==> src/rtl/bg_fetch_shifter.sv <==
// Background tile fetcher and two-plane pixel shifter.
// Fetches map, low-plane and high-plane bytes for each tile column over a
// request/ack handshake, prefetching the next tile while the current one
// shifts out. The head pixel is presented one per pix_adv. The first
// scx_fine pixels of a line are dropped internally to implement fine scroll.
module bg_fetch_shifter (
    input  logic       clk,
    input  logic       reset,
    input  logic       line_start,
    input  logic       line_end,
    input  logic [2:0] scx_fine,
    output logic       vram_req,
    output logic [1:0] vram_sel,
    input  logic       vram_ack,
    input  logic [7:0] vram_data,
    output logic [7:0] tile_idx,
    output logic [4:0] tile_x,
    input  logic       pix_adv,
    output logic       pix_valid,
    output logic       bg_pix_a_7,
    output logic       bg_pix_b_7
);

    typedef enum logic [2:0] {
        IDLE,
        FETCH_MAP,
        FETCH_LO,
        FETCH_HI,
        WAIT_LOAD
    } state_t;

    state_t     state;
    logic [7:0] lo_buf;
    logic [7:0] hi_buf;
    logic       data_ready;
    logic [7:0] shift_a;
    logic [7:0] shift_b;
    logic [3:0] count;
    logic [2:0] discard;
    logic       load;
    logic       shift;

    // The shifter reloads only once it is empty; it advances on its own while
    // discarding scroll pixels, otherwise only when downstream consumes.
    assign load      = (count == 4'd0) && data_ready;
    assign shift     = (count != 4'd0) && ((discard != 3'd0) || pix_adv);
    assign pix_valid = (count != 4'd0) && (discard == 3'd0);

    // Head pixel is forced to zero whenever nothing visible is present.
    assign bg_pix_a_7 = pix_valid & shift_a[7];
    assign bg_pix_b_7 = pix_valid & shift_b[7];

    // Request and byte select follow directly from the fetch state.
    always_comb begin
        vram_req = 1'b0;
        vram_sel = 2'd0;
        case (state)
            FETCH_MAP: begin vram_req = 1'b1; vram_sel = 2'd0; end
            FETCH_LO:  begin vram_req = 1'b1; vram_sel = 2'd1; end
            FETCH_HI:  begin vram_req = 1'b1; vram_sel = 2'd2; end
            default:   begin vram_req = 1'b0; vram_sel = 2'd0; end
        endcase
    end

    // Fetch sequencer: walks map/low/high bytes, then parks until the shifter
    // takes the buffered tile. line_start beats line_end and any same-cycle ack.
    always_ff @(posedge clk or posedge reset) begin
        if (reset) begin
            state      <= IDLE;
            tile_idx   <= 8'd0;
            tile_x     <= 5'd0;
            lo_buf     <= 8'd0;
            hi_buf     <= 8'd0;
            data_ready <= 1'b0;
        end else if (line_start) begin
            state      <= FETCH_MAP;
            tile_x     <= 5'd0;
            data_ready <= 1'b0;
        end else if (line_end) begin
            state      <= IDLE;
            data_ready <= 1'b0;
        end else begin
            case (state)
                FETCH_MAP: begin
                    if (vram_ack) begin
                        tile_idx <= vram_data;
                        state    <= FETCH_LO;
                    end
                end
                FETCH_LO: begin
                    if (vram_ack) begin
                        lo_buf <= vram_data;
                        state  <= FETCH_HI;
                    end
                end
                FETCH_HI: begin
                    if (vram_ack) begin
                        hi_buf     <= vram_data;
                        data_ready <= 1'b1;
                        tile_x     <= tile_x + 5'd1;
                        state      <= WAIT_LOAD;
                    end
                end
                WAIT_LOAD: begin
                    // Buffer is free again once the shifter loads: prefetch next tile.
                    if (load) begin
                        data_ready <= 1'b0;
                        state      <= FETCH_MAP;
                    end
                end
                default: state <= IDLE;
            endcase
        end
    end

    // Pixel shifter: loads a full tile when empty, shifts MSB-first, and
    // burns through the fine-scroll discard count before pixels become visible.
    always_ff @(posedge clk or posedge reset) begin
        if (reset) begin
            shift_a <= 8'd0;
            shift_b <= 8'd0;
            count   <= 4'd0;
            discard <= 3'd0;
        end else if (line_start) begin
            count   <= 4'd0;
            discard <= scx_fine;
        end else if (line_end) begin
            count   <= 4'd0;
            discard <= 3'd0;
        end else if (load) begin
            shift_a <= lo_buf;
            shift_b <= hi_buf;
            count   <= 4'd8;
        end else if (shift) begin
            shift_a <= {shift_a[6:0], 1'b0};
            shift_b <= {shift_b[6:0], 1'b0};
            count   <= count - 4'd1;
            if (discard != 3'd0) begin
                discard <= discard - 3'd1;
            end
        end
    end

endmodule

==> config.mk <==
export PLATFORM = sky130hd
export DESIGN_NAME = bg_fetch_shifter
export DESIGN_NICKNAME = d
export VERILOG_FILES = /design/src/rtl/bg_fetch_shifter.sv
export SDC_FILE = /design/constraint.sdc
export NUM_CORES = 1
export LEC_CHECK = 0
export ABC_AREA = 1
export CAP_MARGIN = 15
export CORE_MARGIN = 1.5
export CORE_UTILIZATION = 52
export CTS_BUF_LIST = sky130_fd_sc_hd__clkbuf_8
export DETAILED_ROUTE_END_ITERATION = 7
export GPL_TIMING_DRIVEN = 0
export PLACE_DENSITY_LB_ADDON = 0.3
export SLEW_MARGIN = 20
export SYNTH_ARGS = -nofsm -noshare
export SYNTH_HDL_FRONTEND = slang
export SYNTH_SLANG_ARGS = --single-unit
==> constraint.sdc <==
create_clock -name clk -period 1.45 [get_ports clk]
set_input_delay 0.145 -clock clk [delete_from_list [all_inputs] [get_ports clk]]
set_output_delay 0.145 -clock clk [all_outputs]
set_load 0.03 [all_outputs]
* Yosys cells after proc, flatten, opt, wreduce, memory -nomap -nowiden
Cells that the tools add are included.
Cells by class: reductions and logical operators 24, bitwise gates (word level) 4, eq/ne operators 10, add/sub/neg operators 3, multiplexer cells 31
Operators by type and width (number):
- 3-bit two-way mux | 11
- 8-bit two-way mux | 4
- 5-bit two-way mux | 4
- 4-bit two-way mux | 4
- 4-bit inequality test, second input constant | 4
- 4-bit AND reduction | 4
- 3-bit one-hot mux with 4 select lines | 1
- 3-bit AND reduction | 4
- 4-bit nonzero test | 3
- 3-bit nonzero test | 3
- 3-bit by 2-bit == test with 1-bit output, second input constant | 2
- 2-bit nonzero test | 3
- 5-bit by 1-bit adder with 5-bit output, second input constant | 1
- 1-bit two-way mux | 5
- 4-bit logical NOT | 1
- 2-bit one-hot mux with 2 select lines | 1
- 4-bit by 1-bit subtractor with 4-bit output, second input constant | 1
- 3-bit by 1-bit == test with 1-bit output, second input constant | 1
- 3-bit == test, second input constant | 1
- 1-bit logical AND | 3
- 3-bit logical NOT | 1
- 3-bit inequality test, second input constant | 1
- 3-bit OR reduction | 1
- 3-bit by 1-bit subtractor with 3-bit output, second input constant | 1
- 5 further kinds | 7
Word-level totals: input bits 17, output and inout bits 19, register bits after elaboration 56, word-level logic and storage cells 82

* Longest topological paths before layout
Gate-level depths: netlist of run 1.
depth after elaboration 7, gate-level depth with buffers 11, mapped depth without buffers 10

* Least setup slack after synthesis of run 1
OpenSTA, ideal clock, no wires.
kind reg2out, start point register count[0], end point output bg_pix_a_7, arrival 1.869 ns, path buffers 0, data required time 1.305 ns, stages on the path, launching flop included 8, path slack -0.564 ns, path through dfrtp_1 -> inv_1 -> ha_1 -> nand2_2 -> inv_1 -> nor2_1 -> inv_1 -> nor2_1
On the way: word-level cells in the longest chain between the ends 3
RTL lines:
- start: declaration | line 38 | logic [3:0] count;
- start signal: assignment | line 137 | count <= count - 4'd1;
- 4-bit nonzero test | line 47 | assign pix_valid = (count != 4'd0) && (discard == 3'd0);
- 1-bit logical AND | line 47
- net pix_valid | line 19 | output logic pix_valid,
- 1-bit AND | line 50 | assign bg_pix_a_7 = pix_valid & shift_a[7];
- end: declaration | line 20 | output logic bg_pix_a_7,
The timed path passes the listed nets, and every way through them passes these cells.

* Final worst setup path of run 1
start point register discard[0], end point register shift_b[6]
On the way: word-level cells in the longest chain between the ends 5
RTL lines:
- start: declaration | line 39 | logic [2:0] discard;
- start signal: assignment | line 126 | discard <= scx_fine;
- start signal: assignment | line 139 | discard <= discard - 3'd1;
- 3-bit nonzero test | line 46 | assign shift = (count != 4'd0) && ((discard != 3'd0) || pix_adv);
- 1-bit logical OR | line 46
- 1-bit logical AND | line 46
- 2-bit nonzero test (no line)
- 3-bit AND reduction (no line)
- end signal: assignment | line 132 | shift_b <= hi_buf;
- end signal: assignment | line 136 | shift_b <= {shift_b[6:0], 1'b0};
- end: declaration | line 37 | logic [7:0] shift_b;
No other way between the ends. A chain may end at the register's enable or synchronous reset.

==> results of run 1 <==
worst max-delay path: stages (launching register included):
cell       delay [ns]
dfrtp_1          0.40
inv_2            0.08
ha_4             0.14
ha_4             0.13
inv_2            0.05
or2_4            0.28
nand2_8          0.08
nand2_8          0.09
nand2_8          0.11
clkbuf_16        0.16
nand2_2          0.04
nand2_1          0.06
area by class of cell:
cell class	count	area [µm²]
tap	70	87.6
timing repair buffer	61	643
buffer	10	118
sequential	56	1400
multi-input combinational	220	1320
fill	381	1330
clock buffer	5	68.8
inverter	56	216
clock inverter	3	27.5
metal layers:
layer	share of wire, %	vias to the layer above	wire (µm)
met5	0	-	0
met4	1.4	0	97
met3	4.2	10	285
met2	51	65	3450
met1	44	1184	2970
li1	-	1225	-
where the power goes:
part | switching [µW] | internal (µW)
clock network | 575 | 356
logic | 1670 | 1490
registers | 175 | 1790
total | 2420 | 3640
worst max path at each step:
| stage | start | end | slack [ns] | cells past startpoint |
|---|---|---|---|---|
| final | discard[0] | shift_b[6] | -0.23 | 11 |
| after floorplan | discard[0] | shift_a[1] | -0.12 | 10 |
| after CTS | discard[0] | bg_pix_b_7 | -0.20 | 8 |
| after detailed placement | count[0] | bg_pix_b_7 | -0.44 | 8 |
| after global placement | count[0] | bg_pix_a_7 | -0.43 | 8 |
| after global routing | count[0] | shift_a[3] | -0.30 | 9 |
stage by stage:
stage                     power, µW  util [%]  cell area [µm²]
after floorplan                3510         -             2920
after CTS                      5540      70.9             3690
after global routing           6360      74.5             3880
after global placement         3950      64.4             3350
after detailed placement       4040      65.3             3400
final                          6060      74.5             3880
synth_stat cells:
cell / number
nand2_1: 88
nand2_4: 4
buf_12: 1
nand2_2: 11
inv_1: 55
nor2_4: 2
nand3b_1: 2
buf_6: 3
nor2_1: 9
dfrtp_1: 56
inv_2: 1
nand3_1: 33
nand4_1: 2
or2_4: 1
ha_1: 4
buf_1: 1
nand3_4: 1
nor2_8: 1
o21ai_0: 33
nand2_8: 3
o21ai_2: 1
buf_2: 3
buf_4: 2
a21oi_1: 5
o21ai_1: 18
o211ai_1: 2
state kept, by name (all words and copies together) (netlist names), 3 cells and up:
register / count
shift_b: 8
state: 3
discard: 3
shift_a: 8
count: 4
tile_idx: 8
tile_x: 5
hi_buf: 8
lo_buf: 8
placed cells by master, fill, tap and decap left out, types with 5 or more instances in the layout:
cell and n:
dfrtp_1 55, nor2_4 5, dlygate4sd2_1 13, inv_2 11, o21ai_0 28, inv_1 43, buf_6 18, nand3_1 25
clkdlybuf4s50_1 16, clkbuf_8 5, o21ai_1 22, buf_4 14, nand2_2 22, nor2_1 6, nand3_2 7, nand2_1 76
cell families after synthesis:
family	share of synthesized area (%)
AOI/OAI and AO/OA	10.7
adders and majority gates	1.75
buffers and inverters	10.4
DFF	49.1
and+or+nand+nor	28.0
timing repair:
action | in CTS | in global routing
resized for setup | 73 | 44
setup buffers | 14 | 6
gates cloned | 3 | 1
setup endpoints to repair | 40 | 34
pin swaps | 3 | 17
==> flow_metrics.tcl, run 1 <==
set metrics [dict create \
    setup_viol 26 \
    slew_headroom_pct 66.2 \
    gr-usage-met3_pct 4.17 \
    period_needed_ns 1.68 \
    hpwl_mm 4.19 \
    antenna_found_initial 0 \
    path_class "reg -> reg" \
    cp-start-kind "flip-flop" \
    grt_util_met2_pct 38.1 \
    top_usage_layer "met2" \
    violations "setup timing" \
    pre_cts_ws_ns -0.442 \
    track_usage_pct 23.1 \
    ys_warn_count 0 \
    ir_drop_v 0.000925 \
    cp.arrival_ns 1.94 \
    synthCells 342 \
    num_io_pins 36 \
    dr.pass1.iters 4 \
    cts_root_buf "clkbuf_8" \
    place.gp.congestion 0.818 \
    r2r_cells 11 \
    synth_area_leaders "dfrtp_1 (49%), nand2_1 (12%), inv_1 (7.2%)" \
    timing.final.crit_share_pct 116 \
    dp.cells 449 \
    worst_pin_slew_ns 0.507 \
    rows 26 \
    numCtsBuffers 5 \
    syn_area_per_cell_um2 8.34 \
    grt_pass1_wl_mm 10.9 \
    reg2reg_to "shift_b[6]" \
    use_met1_pct 30.7 \
    core_area_mm2 0.00520 \
    hold_viol 0 \
    clock.fmax_mhz 597 \
    end_kind "flip-flop" \
    required_ns 1.72 \
    via_count 2484 \
    fin_nets 431 \
    cts.clk_slew.worst_paths_ns 0.11 \
    drc 0 \
    maxCapViolCount 0 \
    leakagePower_uw 0.00193 \
    r2r_start "discard[0]" \
    grt_pass1_vias 2387 \
    synth_top_cell_by_area "dfrtp_1" \
    drt-total-wl_mm 6.81 \
    worst_hold_path_type "in -> async" \
    drt_iter0_markers 176 \
    skew_ns 0.00726 \
    slew_violations 0 \
    die-area_mm2 0.00594 \
    synth_area_mm2 0.00285 \
    ant_nets 0 \
    chipHeight_um 77.1 \
    htree_levels 2 \
    rrSetupSlack_ns -0.23 \
    hold-worst-slack_ns 0.0929 \
    synth_cell_type_count 26 \
    outcome "finished, violations left" \
    power_density_mw_per_mm2 1560 \
    antennaDiodeCount 0 \
    clock-sinks 56 \
    cts_buffer_depth 2 \
    via_per_inst 5.16 \
    critPathMaxFanout 7 \
    yosysSeqAreaShare_pct 49.1 \
    layout_setup_ws_ns -0.226 \
    start_util_pct 54.8 \
    instances_no_fill 481 \
    synth_top_area_share_pct 49.1 \
    post_route_cells_drive_above_1_share_pct 28.2 \
    overflow 0 \
    rsz0062_at_grt "true" \
    syn_nets 363 \
    cts_tree "yes" \
    portBuffers 35 \
    fin_tns_setup_ns -4.39 \
    grt_max_degree 30 \
    hold_buffers 0 \
    area_growth_pct 36.0 \
    die_w_um 77.1 \
    ys_ff_latch 56 \
    clock_latency_ns 0.32 \
    wl_per_cell_um 14.2 \
]
No activity file was read; power rests on OpenSTA's default activity.
==> inputs of run 2 (changes only) <==
--- a/config.mk
+++ b/config.mk
@@ -8,8 +8,8 @@
 export ABC_AREA = 1
 export CAP_MARGIN = 15
 export CORE_MARGIN = 1.5
-export CORE_UTILIZATION = 52
-export CTS_BUF_LIST = sky130_fd_sc_hd__clkbuf_8
+export CORE_UTILIZATION = 50
+export CTS_BUF_LIST = sky130_fd_sc_hd__clkbuf_4 sky130_fd_sc_hd__clkbuf_8 sky130_fd_sc_hd__clkbuf_16
 export DETAILED_ROUTE_END_ITERATION = 7
 export GPL_TIMING_DRIVEN = 0
 export PLACE_DENSITY_LB_ADDON = 0.3
==> flow_metrics.tcl, run 2 (same netlist as run 1, synthesis figures left out) <==
set metrics [dict create \
    hpwl_mm 4.08 \
    fillCellCount 451 \
    die_w_um 78.5 \
    cp-start-kind "flip-flop" \
    required_ns 1.72 \
    core_area_mm2 0.00551 \
    num_io_pins 36 \
    place.gp.congestion 0.863 \
    dp.cells 450 \
    grt_pass1_wl_mm 10.0 \
    via_count 2368 \
    via_per_inst 4.97 \
    critPathMaxFanout 7 \
    overflow 0 \
    outcome "finished, violations left" \
    setup_viol 23 \
    placed_area_mm2 0.00338 \
    clock_latency_ns 0.32 \
    timing.final.crit_share_pct 113 \
    rows 27 \
    drt_iter0_markers 153 \
    portBuffers 35 \
    grt_pass1_vias 2222 \
    slew_violations 0 \
    track_usage_pct 20.4 \
    skew_ns 0.0128 \
    htree_levels 2 \
    maxCapViolCount 0 \
    cts_tree "yes" \
    antennaDiodeCount 0 \
    ant_nets 0 \
    drt-total-wl_mm 5.90 \
    cts.clk_slew.worst_paths_ns 0.11 \
    instances_no_fill 476 \
    die-area_mm2 0.00617 \
    clock-sinks 56 \
    violations "setup timing" \
    drc 0 \
    area_growth_pct 31.6 \
    layout_setup_ws_ns -0.192 \
    chipHeight_um 78.5 \
    antenna_found_initial 0 \
    grt_max_degree 32 \
    fin_nets 424 \
    rsz0062_at_grt "true" \
    post_route_cells_drive_above_1_share_pct 25.5 \
    regArea_mm2 0.00140 \
    numCtsBuffers 5 \
    design_area_mm2 0.00375 \
    end_kind "flip-flop" \
    worst_pin_slew_ns 0.649 \
    ir_drop_v 0.00125 \
    cts_buffer_depth 2 \
    wl_per_cell_um 12.4 \
    mostFrequentLayoutCell "nand2_1" \
    start_util_pct 51.8 \
    period_needed_ns 1.64 \
    leakagePower_uw 0.00188 \
    worst_hold_path_type "in -> async" \
    cp.arrival_ns 1.91 \
    hold_viol 0 \
    slew_headroom_pct 56.7 \
    power_density_mw_per_mm2 1540 \
    cts_root_buf "clkbuf_8" \
    dr.pass1.iters 4 \
    clock.fmax_mhz 609 \
    path_class "reg -> reg" \
    r2r_cells 11 \
    final_cell_mix "nand2_1 (86), dfrtp_1 (55), inv_1 (43), o21ai_0 (32), nand3_1 (20)" \
    multi_input_area_mm2 0.00130 \
]
## run 2: what timing repair did
| action | CTS | global route |
|---|---|---|
| pin swaps | 5 | 13 |
| cloned | 0 | 2 |
| gates resized for setup | 62 | 30 |
| hold buffers | 0 | 0 |
| endpoints found under the setup margin | 39 | 32 |
| hold endpoints to repair | 0 | 0 |
| setup buffers | 9 | 7 |
## run 2: critical path, stage by stage (launching register included)
cell	delay, ns
dfrtp_1	0.40
inv_2	0.08
ha_4	0.14
ha_4	0.13
inv_2	0.04
or2_4	0.27
nand2_8	0.08
nand2_8	0.09
nand2_8	0.11
clkbuf_16	0.16
nand2_2	0.04
nand2_1	0.05
## run 2: area by class of cell
type	instances	share of cell area (%)
tap	72	2.40
multi-input combinational	220	34.7
clock buffer	5	1.83
clock inverter	3	0.600
timing repair buffer	54	14.8
sequential	56	37.4
buffer	10	2.53
inverter	56	5.76
## run 2: final timing paths
check	start	endpoint	slack [ns]
worst max register to register	discard[0]	shift_b[6]	-0.19
min in group clk	vram_data[6]	lo_buf[6]	0.40
worst min register to register	shift_a[6]	shift_a[6]	0.48
max in group asynchronous	reset	count[2]	0.69
worst min-delay path	reset	tile_idx[6]	0.23
worst max-delay path	discard[0]	shift_b[6]	-0.19
## run 2: power by group
part	total [µW]	switching [µW]	internal (µW)
sequential	1960	169	1790
clock	879	531	348
combinational	2940	1540	1400
total	5780	2240	3540
## run 2: metrics by stage
step	hold WS (ns)	TNS [ns]	power [µW]	setup slack (ns)	utilization, %
after floorplan	0.225	-1.38	3510	-0.118	-
after global placement	0.465	-8.81	3960	-0.433	60.9
after detailed placement	0.466	-7.55	4000	-0.452	61.3
after CTS	0.243	-3.66	5220	-0.232	64.7
after global routing	0.287	-5.08	6120	-0.262	68.2
final	0.229	-3.54	5780	-0.192	68.2
## run 2: metal layers
layer | wire length [µm] | global-route usage [%] | vias to the layer above
met1 | 2790 | 28.3 | 1123
met5 | 0 | 0 | -
li1 | - | - | 1203
met2 | 2850 | 32.5 | 34
met4 | 82 | 5.89 | 0
met3 | 180 | 4.07 | 8
==> inputs of run 3 (changes only) <==
--- a/config.mk
+++ b/config.mk
@@ -6,6 +6,7 @@
 export NUM_CORES = 1
 export LEC_CHECK = 0
 export ABC_AREA = 1
+export ABC_CLOCK_PERIOD_IN_PS = 1450
 export CAP_MARGIN = 15
 export CORE_MARGIN = 1.5
 export CORE_UTILIZATION = 50
@@ -13,7 +14,6 @@
 export DETAILED_ROUTE_END_ITERATION = 7
 export GPL_TIMING_DRIVEN = 0
 export PLACE_DENSITY_LB_ADDON = 0.3
-export SLEW_MARGIN = 20
 export SYNTH_ARGS = -nofsm -noshare
 export SYNTH_HDL_FRONTEND = slang
 export SYNTH_SLANG_ARGS = --single-unit
==> results of run 3 <==
Final layout, timing and power as in run 2 (identical DEF).
